`config.mk`:
```
export PLATFORM = sky130hd
export DESIGN_NAME = cordic_mac_sequencer
export DESIGN_NICKNAME = d
export VERILOG_FILES = /design/src/rtl/cordic_mac_sequencer.sv
export SDC_FILE = /design/constraint.sdc
export NUM_CORES = 1
export LEC_CHECK = 0
export CAP_MARGIN = 0
export CORE_ASPECT_RATIO = 1.25
export CORE_UTILIZATION = 44
export CTS_BUF_LIST = sky130_fd_sc_hd__clkbuf_16
export CTS_CLUSTER_DIAMETER = 200
export DETAILED_ROUTE_END_ITERATION = 7
export HOLD_SLACK_MARGIN = 0.06
export PLACE_DENSITY = 0.85
export SYNTH_ARGS = -nofsm -noshare
export SYNTH_HDL_FRONTEND = slang
export SYNTH_SLANG_ARGS = --single-unit
export TNS_END_PERCENT = 30
```
`constraint.sdc`:
```
create_clock -name clk -period 2.15 [get_ports clk]
set_clock_uncertainty 0.1 [all_clocks]
set_input_delay 0.43 -clock clk [delete_from_list [all_inputs] [get_ports clk]]
set_output_delay 0.43 -clock clk [all_outputs]
set_load 0.1 [all_outputs]
```
`src/rtl/cordic_mac_sequencer.sv`:
```
// cordic_mac_sequencer: feeds (x, w) pairs to a serial linear-mode CORDIC multiplier and accumulates the products into a neuron sum (MAC_SATURATE_EN selects a clamped out_y_o instead of a wrapped one)
module cordic_mac_sequencer #(
  parameter int DATA_W     = 8,
  parameter int ACC_W      = 16,
  parameter int CORDIC_LAT = 7
) (
  input  logic              clk,
  input  logic              rst,
  input  logic              in_valid_i,
  output logic              in_ready_o,
  input  logic [DATA_W-1:0] in_x_i,
  input  logic [DATA_W-1:0] in_w_i,
  input  logic              in_last_i,
  output logic [DATA_W-1:0] cx0_o,
  output logic [DATA_W-1:0] cy0_o,
  output logic [DATA_W-1:0] cz0_o,
  output logic              cs1_o,
  input  logic [DATA_W-1:0] cyn_i,
  output logic              out_valid_o,
  input  logic              out_ready_i,
  output logic [ACC_W-1:0]  out_acc_o,
  output logic [DATA_W-1:0] out_y_o
);
  localparam int CNT_W = $clog2(CORDIC_LAT + 1);
  localparam logic signed [ACC_W-1:0] Y_MAX = ACC_W'(2 ** (DATA_W - 1) - 1);
  localparam logic signed [ACC_W-1:0] Y_MIN = ~Y_MAX;
  typedef enum logic [1:0] {IDLE, LOAD, ITER, DONE} state_t;
  state_t state_q, state_d;
  logic [CNT_W-1:0] cnt_q, cnt_d;
  logic [ACC_W-1:0] acc_q, acc_d, out_acc_q, out_acc_d;
  logic [DATA_W-1:0] cx0_q, cx0_d, cz0_q, cz0_d, out_y_q, out_y_d, acc_narrow;
  logic last_q, last_d, iter_end;
  logic signed [ACC_W-1:0] acc_sum;
  assign acc_sum  = acc_q + {{(ACC_W-DATA_W){cyn_i[DATA_W-1]}}, cyn_i};
  assign iter_end = (state_q == ITER) && (cnt_q == CNT_W'(CORDIC_LAT - 1));
`ifdef MAC_SATURATE_EN
  assign acc_narrow = acc_sum > Y_MAX ? Y_MAX[DATA_W-1:0] :
                      acc_sum < Y_MIN ? Y_MIN[DATA_W-1:0] : acc_sum[DATA_W-1:0];
`else
  assign acc_narrow = acc_sum[DATA_W-1:0];
`endif
  assign in_ready_o  = state_q == IDLE;
  assign out_valid_o = state_q == DONE;
  assign cs1_o       = state_q == LOAD;
  assign cx0_o       = cx0_q;
  assign cy0_o       = '0;
  assign cz0_o       = cz0_q;
  assign out_acc_o   = out_acc_q;
  assign out_y_o     = out_y_q;
  // state and datapath registers; reset aborts any sum in progress
  always_ff @(posedge clk or posedge rst) begin
    if (rst) begin
      state_q   <= IDLE;
      cnt_q     <= '0;
      acc_q     <= '0;
      cx0_q     <= '0;
      cz0_q     <= '0;
      last_q    <= 1'b0;
      out_acc_q <= '0;
      out_y_q   <= '0;
    end else begin
      state_q   <= state_d;
      cnt_q     <= cnt_d;
      acc_q     <= acc_d;
      cx0_q     <= cx0_d;
      cz0_q     <= cz0_d;
      last_q    <= last_d;
      out_acc_q <= out_acc_d;
      out_y_q   <= out_y_d;
    end
  end
  // sequencing: capture operands, strobe the CORDIC, wait its latency, accumulate, present the sum
  always_comb begin
    state_d   = state_q;
    cnt_d     = cnt_q;
    acc_d     = acc_q;
    cx0_d     = cx0_q;
    cz0_d     = cz0_q;
    last_d    = last_q;
    out_acc_d = out_acc_q;
    out_y_d   = out_y_q;
    case (state_q)
      IDLE: if (in_valid_i) begin
        cx0_d   = in_x_i;
        cz0_d   = in_w_i;
        last_d  = in_last_i;
        state_d = LOAD;
      end
      LOAD: begin
        cnt_d   = '0;
        state_d = ITER;
      end
      ITER: begin
        cnt_d = cnt_q + CNT_W'(1);
        if (iter_end) begin
          acc_d   = acc_sum;
          state_d = last_q ? DONE : IDLE;
          if (last_q) begin
            out_acc_d = acc_sum;
            out_y_d   = acc_narrow;
          end
        end
      end
      DONE: if (out_ready_i) begin
        acc_d   = '0;
        state_d = IDLE;
      end
      default: state_d = IDLE;
    endcase
  end
endmodule

```
[Word-level counts from Yosys, hierarchy flattened]
Index checks and enable logic that the tools add are counted.
Cells by class
  muxes and demuxes: 9
  add/subtract/negate cells: 2
  reductions and logical operators: 8
  equal/unequal tests: 7
Operators with widths (number)
  two-way mux 16 bit: 2
  one-hot mux 16 bit (2 select lines): 1
  adder 16 bit: 1
  AND reduction 3 bit: 3
  two-way mux 2 bit: 4
  one-hot mux 2 bit (4 select lines): 1
  one-hot mux 3 bit (2 select lines): 1
  == test 2 bit, second input constant: 2
  != test 2 bit, second input constant: 2
  nonzero test 2 bit: 2
  adder 3 x 1 -> 3 bit, second input constant: 1
  == test 3 bit, second input constant: 1
  == test 2 x 1 -> 1 bit, second input constant: 1
  logical NOT 2 bit: 1
  != test 2 x 1 -> 1 bit, second input constant: 1
  AND reduction 2 bit: 1
  logical AND 1 bit: 1
Storage, ports and cells
  flip-flop bits (word level): 62

[Logic depth before layout (Yosys ltp)]
  word-level depth: 4
  gate-level depth with buffers: 9

[Worst setup path before layout]
Ideal clock, no wire load.
  path type: register to register
  start: reg state_q[0]
  end: reg acc_q[14]
  arrival: 2408 ps
  required time: 1924 ps
  clock period less this slack: 2633 ps
  setup slack: -483 ps
  cell stages (with the launch flop): 8
  cells stage by stage: dfrtp_1 -> ha_1 -> clkbuf_1 -> nor2_1 -> a211o_1 -> clkbuf_1 -> a221oi_1 -> nand2_1
On the way
  elaborated cells between the ends (all ways): 8
  those cells by class: eq/ne (4); mux (1); reduce/logical (3)
RTL lines
  from (decl): line 28  | state_t state_q, state_d;
  from (signal assigned): line 62  | state_q <= state_d;
  == test 2 bit *
  via out_valid_o: line 19  | output logic out_valid_o,
  != test 2 x 1 -> 1 bit (no source line) / nonzero test 2 bit (equally long branches)
  AND reduction 3 bit (no source line)
  to (signal assigned): line 55  | acc_q <= '0;
  to (signal assigned): line 64  | acc_q <= acc_d;
  to (decl): line 30  | logic [ACC_W-1:0] acc_q, acc_d, out_acc_q, out_acc_d;
The timed path passes the listed nets; every way through them passes the cells marked *.
A chain may end at the register's enable or synchronous reset.

[Worst setup path after layout]
  start: reg acc_q[0]
  end: reg out_acc_q[12] (netlist: out_acc_o[12])
On the way
  word-level cells in the longest chain between the ends: 1
RTL lines
  adder 16 bit: line 34  | assign acc_sum = acc_q + {{(ACC_W-DATA_W){cyn_i[DATA_W-1]}}, cyn_i};
  to (signal assigned): line 68  | out_acc_q <= out_acc_d;
  to (decl): line 30
Every way passes these cells.

==> flow_metrics.tcl <==
set metrics [dict create \
    status "finished with violations" \
    violations "negative setup slack" \
    grt-ovfl-total 0 \
    dr.pass1.iters 6 \
    hpwl_um 5430 \
    antenna_cells 0 \
    cts_buffers 5 \
    startpoint_type "register" \
    core-area_um2 6690 \
    place_inst 482 \
    slowest_delay_ps 410 \
    synth_edf_count 0 \
    path_max_fanout 5 \
    clockRootBuffer "clkbuf_16" \
    cts.sinks 54 \
    grt_max_degree 55 \
    fmax_mhz 430 \
    multiInputGateArea_um2 1830 \
    slew_headroom_pct 62.0 \
    fill_cells 524 \
    yosysTopAreaCellShare_pct 43.5 \
    holdBufCountCts 0 \
    hold_viol 0 \
    yosysSeqAreaShare_pct 43.5 \
    floorplan.initialDensity_pct 46.4 \
    seqCellArea_um2 1350 \
    finalSetupViolCount 11 \
    crit_type "register to register" \
    ir_drop_mv 1.43 \
    wl_per_cell_um 15.9 \
    synth_flop_cell "dfrtp_1" \
    pin_count 80 \
    worstMarginPinSlew_ps 570 \
    cp-endpoint "out_acc_o[12]$_DFFE_PP0P_" \
    netlist_instances 299 \
    arrival_ps 2410 \
    routabilityCongestion 0.926 \
    p_per_area_nw_per_um2 1770 \
    layout.cells.non_filler 496 \
    crit_start "acc_q[0]$_DFFE_PP0P_" \
    avgSynthCellArea_um2 10.4 \
    leakage_nw 2.10 \
    area_delta_synth_final_pct 46.2 \
    htreeDepth 2 \
    rsz0062_at_grt "true" \
    cp.required_ps 2230 \
    slowest_stage "dfrtp_1" \
    drc 0 \
    reg2reg_from "acc_q[0]$_DFFE_PP0P_" \
    io_buffers 71 \
    finalCritPeriodShare_pct 108 \
    die_h_um 95.9 \
    rr_endpoint "out_acc_o[12]$_DFFE_PP0P_" \
    ys_types 49 \
    async_reset_ff_share_pct 100 \
    syn-cell-area_um2 3100 \
    cts_max_path_buffers 2 \
    end_kind "register" \
    min-delay-path-class "input pin to async pin" \
    period_minus_slack_ps 2330 \
    ant_nets 0 \
    ys_warn_count 0 \
    drtIter0Drc 151 \
    antenna_found_initial 0 \
    post_route_cells_drive_above_1_share_pct 41.3 \
    final_core_util_pct 67.8 \
    synthTopCellsByArea "dfrtp_1 44%, mux2_2 8.7%, ha_1 8.5%" \
    fin_nets 459 \
    yosysTopAreaCell "dfrtp_1" \
    core.rowCount 33 \
    avgViaCountPerCell 5.33 \
    rrSetupSlack_ps -180 \
    die_area_um2 7390 \
    cpMostUsedCell "a21oi_2" \
    place_area_um2 4090 \
    die_w_um 77.1 \
    first_global_vias 2854 \
    vias 2645 \
    r2r_cells 8 \
    finalWorstSetupSlack_ps -177 \
    synth_seq_cells 54 \
    worstPathCellList "ha_4 > fa_2 > a21oi_2 > o21ai_1 > a21oi_2 > a311oi_2 > xor2_1 > mux2_4" \
    drv_slew 0 \
    grtUsageTotal_pct 22.5 \
    clock_latency_ps 300 \
    cts_tree "yes" \
    final_area_um2 4540 \
    cts.clk_slew.worst_paths_ps 70 \
    maxCapViolations 0 \
    grt_pass1_wl_um 13100 \
    wl_um 7870 \
]
cells in the final DEF (no fill, tap or decap), types with 2 or more instances in the layout:
cell	count
buf_12	4
dlygate4sd2_1	5
ha_1	7
xor2_1	4
a21oi_4	3
nor2_2	2
a211o_1	3
inv_1	8
o21ai_2	2
a21oi_1	10
nor2_1	7
nand2_1	45
buf_4	90
clkdlybuf4s50_1	22
conb_1	8
clkbuf_16	5
and3_1	2
nand3_1	8
and2_4	2
a221oi_1	2
o21ai_0	10
a21o_1	4
ha_4	13
mux2_4	2
a21oi_2	5
nand4_1	3
o31ai_1	2
dfrtp_1	54
nand2b_1	2
a22o_1	10
o21ai_1	3
nor4_1	3
mux2_2	22
xnor2_1	6
state kept, by name (all words and copies together) (netlist names):
register and cells:
out_acc_o 16, cnt_q 3, cx0_o 8, state_q 2, last_q 1, acc_q 16, cz0_o 8
final cells by class:
cell class	instances	share of cell area, %
inverter	9	0.745
clock buffer	5	2.76
timing repair buffer	123	22.9
sequential	54	29.8
tap	87	2.40
clock inverter	3	1.08
multi-input combinational	215	40.3
power by group:
part,switching (W),internal (W),total (W),leakage (nW)
clock,0.000401,0.000559,0.000959,0.0819
sequential,0.000281,0.00138,0.00166,0.644
combinational,0.00328,0.00211,0.00540,1.37
total,0.00396,0.00406,0.00802,2.10
cells by family (layout without fill, tap and decap cells):
kind of cell | after synthesis | after routing | share of synthesized area, %
AND/OR/NAND/NOR | 82 | 82 | 12.3
adder cells (fa/ha/maj) | 22 | 22 | 9.11
flip-flops | 54 | 54 | 43.5
other | 1 | 8 | 0.121
multiplexers | 25 | 25 | 9.03
XOR/XNOR | 13 | 13 | 4.11
AO/OA/AOI/OAI | 65 | 65 | 14.7
buffers and inverters | 37 | 140 | 7.10
routing by layer:
layer | wire, um | vias to the layer above | global-route usage [%]
met5 | 0 | - | 0
met4 | 199 | 0 | 8.49
met3 | 346 | 20 | 4.08
met2 | 4150 | 84 | 41.7
met1 | 3170 | 1295 | 26.0
li1 | - | 1246 | -
through the flow:
stage / power [W] / setup WS [ps] / setup TNS [ps] / hold slack, ps
after floorplan: 0.00517 / -107 / -257 / 353
final: 0.00802 / -177 / -972 / 401
after detailed placement: 0.00658 / -778 / -11640 / 384
after CTS: 0.00785 / -217 / -1250 / 401
after global routing: 0.00844 / -248 / -2130 / 424
after global placement: 0.00643 / -713 / -10820 / 364
repair_timing:
| action | 4_1_cts | 5_1_grt |
|---|---|---|
| pin swaps | 14 | 11 |
| setup buffers | 8 | 2 |
| cloned | 0 | 0 |
| gates resized for setup | 33 | 16 |
| setup endpoints to repair | 19 | 20 |
synth_stat cells (4+ instances only):
cell and n:
clkbuf_1 7, nor2_1 9, mux2_2 24, a22o_1 10, xor2_1 5, o21ai_0 14
xnor2_1 7, nand2_1 45, inv_1 9, a21o_1 4, ha_1 21, nand3_1 8
dfrtp_1 54, a21oi_1 16, buf_4 16
worst min-delay path by stage:
stage	start	endpoint	slack, ps	depth (start not counted)
after floorplan	acc_q[2]$_DFFE_PP0P_	acc_q[2]$_DFFE_PP0P_	350	2
after global placement	out_acc_o[8]$_DFFE_PP0P_	out_acc_o[8]$_DFFE_PP0P_	360	2
after detailed placement	acc_q[0]$_DFFE_PP0P_	acc_q[0]$_DFFE_PP0P_	380	2
after CTS	out_acc_o[8]$_DFFE_PP0P_	out_acc_o[8]$_DFFE_PP0P_	400	2
after global routing	rst	state_q[0]$_DFFE_PP0P_	420	3
final	rst	cx0_o[5]$_DFFE_PP0P_	400	3
critical path, delay by kind of cell (launching register included):
family	cells	cell delay, ps
AO/OA/AOI/OAI	4	720
XOR/XNOR	1	190
adder cells (fa/ha/maj)	2	520
flip-flops	1	410
multiplexers	1	280
No activity file was read; power rests on OpenSTA's default activity.
